--- src/rtl/serial_word_loader.sv ---
// serial_word_loader: assembles an MSB-first serial word and strobes it onto a parallel register bus
module serial_word_loader #(
  parameter int WIDTH = 16,
  parameter int CW = $clog2(WIDTH)
) (
  input  logic             clk,
  input  logic             rst,
  input  logic             start,
  input  logic             ser_in,
  input  logic             ser_valid,
  output logic             busy,
  output logic [CW-1:0]    bit_cnt,
  output logic [WIDTH-1:0] data_out,
  output logic             load,
  output logic             abort
);
  typedef enum logic [1:0] {IDLE, SHIFT, LOAD} state_t;
  state_t           state_q, state_d;
  logic [WIDTH-1:0] shift_q, shift_d, data_q, data_d;
  logic [CW-1:0]    cnt_q, cnt_d;
  logic             abort_q, abort_d;
  logic             last;
  // state, shift register, bit counter, output word and abort pulse
  always_ff @(posedge clk) begin
    if (rst) begin
      state_q <= IDLE;
      shift_q <= '0;
      data_q  <= '0;
      cnt_q   <= '0;
      abort_q <= 1'b0;
    end else begin
      state_q <= state_d;
      shift_q <= shift_d;
      data_q  <= data_d;
      cnt_q   <= cnt_d;
      abort_q <= abort_d;
    end
  end
  // next state; start beats ser_valid in SHIFT, and data_out only moves on word completion
  always_comb begin
    state_d = state_q;
    shift_d = shift_q;
    data_d  = data_q;
    cnt_d   = cnt_q;
    abort_d = 1'b0;
    last    = cnt_q == CW'(WIDTH - 1);
    case (state_q)
      IDLE: if (start) begin
        state_d = SHIFT;
        shift_d = '0;
        cnt_d   = '0;
      end
      SHIFT: if (start) begin
        shift_d = '0;
        cnt_d   = '0;
        abort_d = 1'b1;
      end else if (ser_valid) begin
        shift_d = {shift_q[WIDTH-2:0], ser_in};
        cnt_d   = last ? '0 : cnt_q + 1'b1;
        state_d = last ? LOAD : SHIFT;
        data_d  = last ? {shift_q[WIDTH-2:0], ser_in} : data_q;
      end
      LOAD: begin
        state_d = start ? SHIFT : IDLE;
        shift_d = '0;
        cnt_d   = '0;
      end
      default: state_d = IDLE;
    endcase
  end
  assign busy     = state_q != IDLE;
  assign load     = state_q == LOAD;
  assign bit_cnt  = cnt_q;
  assign data_out = data_q;
  assign abort    = abort_q;
endmodule

--- config.mk ---
export PLATFORM = sky130hd
export DESIGN_NAME = serial_word_loader
export DESIGN_NICKNAME = d
export VERILOG_FILES = /design/src/rtl/serial_word_loader.sv
export SDC_FILE = /design/constraint.sdc
export NUM_CORES = 1
export LEC_CHECK = 0
export BUFFER_PORTS_ARGS = -buffer_cell sky130_fd_sc_hd__buf_2
export CORE_MARGIN = 3
export CORE_UTILIZATION = 40
export CTS_CLUSTER_SIZE = 12
export DETAILED_ROUTE_END_ITERATION = 8
export PLACE_DENSITY = 0.59
export SLEW_MARGIN = 40
export SYNTH_ARGS = -nofsm -noshare
export SYNTH_HDL_FRONTEND = slang
export SYNTH_SLANG_ARGS = --single-unit
--- constraint.sdc ---
create_clock -name clk -period 3 [get_ports clk]
set_clock_uncertainty 0.2 [all_clocks]
set_input_delay 0.45 -clock clk [delete_from_list [all_inputs] [get_ports clk]]
set_output_delay 0.45 -clock clk [all_outputs]
set_load 0.005 [all_outputs]
==> flow_summary.ini <==
[run_status]
status = finished, final reports clean

[finish]
insertedDiodeCount = 0
layout.nets = 210
syn2layout_area_growth_pct = 13.6
drive_gt1_share_pct = 20.0

[logic_synthesis]
syn-num-nets = 188
ys_ff_latch = 38
avgSynthCellArea_um2 = 8.55
synth_warnings = 0
synth.area.mux_share_pct = 0
synth-adder-area-share_pct = 0.804
synth_simple_gate_area_share_pct = 28.0
synth_commonest_cells = dfxtp_1, nand2_1, nand2b_1, o21ai_0
synth_cell_type_count = 32
syn_inst = 182
synth-edff-count = 0
synth_compound_area_share_pct = 15.9
yosys.area_share.xor_xnor_pct = 0
ys.flop_type = dfxtp_1
yosys-top-cells-area = dfxtp_1, nand2_1, nand2b_1
syn_area_um2 = 1560
synth_top_family_by_area = simple AND/OR/NAND/NOR gates
synth_most_common_cell = dfxtp_1
synth_seq_area_share_pct = 48.9
synth_area_leader_cell = dfxtp_1
async_reset_ff_share_pct = 0
synth_top_area_share_pct = 48.9

[worst_setup_path]
path_cells = ha_1, and3_1, nand3_1, nand2_1, a21oi_2
startpoint_type = flop
crit_required_ns = 2.94
critPathMaxStageDelay_ns = 0.46
worstPathMaxFanout = 16
critical_path_buf_inv_count = 0
cp_slowest_cell = nand3_1
worstSetupEndpointType = flop
crit_type = reg -> reg
worstPathArrival_ns = 1.97
critical_path.top_delay_family = simple AND/OR/NAND/NOR gates

[sta]
max-slew-margin-rel_pct = 53.8
post-route-period-util_pct = 67.6
setup_violations = 0
worst_pin_slew_ns = 0.693
hold_violations = 0
report.final.slew_viol_count = 0
fmax_ghz = 0.493
tns_ns = 0
rsz0062_at_grt = false
post-route-min-period_ns = 2.03

[routing]
route.detailed.wl_per_inst_um = 11.8
first_pass_iters = 4
first_iter_violations = 43
drcViolationCount = 0
vias = 1248
ant_nets = 0
routed_wl_um = 2980
avgViaCountPerCell = 4.93

[hold_path]
worstHoldPathType = in -> reg

[pwr]
total_power_mw = 0.906
switching_share_pct = 22.2
comb_power_share_pct = 4.6
ir_drop_uv = 202
internal-power_mw = 0.706
p_clk_share_pct = 39.1
leakage_nw = 0.665
p_switching_mw = 0.201
power_frac_seq_pct = 56.3
cellPowerDensity_nw_per_um2 = 513

[place]
routabilityCongestion = 0.841
port_buffers = 27
place_hpwl_um = 2000

[global_route]
grt_max_degree = 41
overflow = 0
grt_pass1_vias = 1111
grt_pass1_wl_um = 4880
grt_usage_pct = 13.7
antenna_found_initial = 0

[die]
dieWidth_um = 68.4
fp.dieArea_um2 = 4680
io_pins = 28
start_util_pct = 41.9
die_h_um = 68.4
core-area_um2 = 3720
rows = 22

[clocking]
clock_latency_ns = 0.28
cts.sinks = 38
ctsRootBufferMaster = clkbuf_8
cts_tree = done
post_cts_resized = 0
post_cts_buffers = 0
cts_buffers = 5
clk_pin_slew_ns = 0.07
hold_buffers = 0
clock_path_buffers = 2
cts_max_level = 2

[flow_run]
maxCapViolCount = 0
registers in the layout, summed over array words and instances, names as in the netlist:
register  count
bit_cnt       4
abort         1
data_out     16
state_q       2
shift_q      15
power groups by stage:
stage / logic, mW / registers [mW] / clock network [mW]
3_5_place_dp: 0.0413 / 0.522 / 0
3_3_place_gp: 0.0392 / 0.522 / 0
2_1_floorplan: 0.0307 / 0.521 / 0
4_1_cts: 0.0415 / 0.510 / 0.362
6_report: 0.0415 / 0.510 / 0.355
5_1_grt: 0.0461 / 0.511 / 0.378
per-stage QoR:
step                      hold WS, ns  util, %  setup slack [ns]  instances  instance area (um2)
after floorplan                 0.237        -              1.36        182                 1560
after global placement          0.238     44.7             0.766        245                 1660
after detailed placement        0.240     45.1             0.918        245                 1680
after CTS                       0.219     47.6             0.906        253                 1770
after global routing            0.235     47.6             0.733        253                 1770
final                           0.221     47.6             0.971        253                 1770
placed cells by master (no fill, tap or decap), types with 2 or more instances in the layout:
master,instances
inv_1,3
a21oi_2,3
nor2_1,3
nand4_1,2
nor3b_1,2
clkbuf_8,6
o21ai_0,17
buf_2,27
nor2b_1,2
nand3_1,16
nand2b_1,17
and3_1,2
dfxtp_1,38
and2b_1,2
nand2_1,34
a21oi_1,16
cell type report:
| type | instances | area [um2] |
|---|---|---|
| Inverter | 3 | 11.3 |
| Multi-Input combinational cell | 129 | 709 |
| Fill cell | 363 | 1950 |
| Sequential cell | 38 | 761 |
| Timing Repair Buffer | 27 | 135 |
| Clock inverter | 1 | 5.00 |
| Tap cell | 48 | 60.1 |
| Clock buffer | 7 | 86.3 |
kinds of logic (layout without fill, tap and decap cells):
| family | count (synthesis) | count (layout) |
|---|---|---|
| and+or+nand+nor | 85 | 85 |
| buffers and inverters | 15 | 38 |
| AOI/OAI and AO/OA | 43 | 43 |
| adders and majority gates | 1 | 1 |
| DFF | 38 | 38 |
metal layers:
layer	vias to the layer above	GRT usage, %	part of all wire (%)
li1	664	-	-
met1	555	18.1	51
met2	27	21.1	43
met3	2	3.61	5.5
met4	0	5.21	0.34
met5	-	0	0
final timing paths:
kind,start,endpoint,slack (ns),cells after the start
setup / recovery,bit_cnt[1]$_SDFFE_PP0P_,data_out[7]$_SDFFE_PP0P_,0.97,5
hold / removal,ser_in,data_out[0]$_SDFFE_PP0P_,0.22,3
setup reg to reg,bit_cnt[1]$_SDFFE_PP0P_,data_out[7]$_SDFFE_PP0P_,0.97,5
hold reg to reg,data_out[2]$_SDFFE_PP0P_,data_out[2]$_SDFFE_PP0P_,0.25,2
worst min-delay path, delay by kind of cell:
family / cells / cell delay, ns
AOI/OAI and AO/OA: 1 / 0.05
and+or+nand+nor: 1 / 0.05
buffers and inverters: 1 / 0.11
No activity file was read; power rests on OpenSTA's default activity.
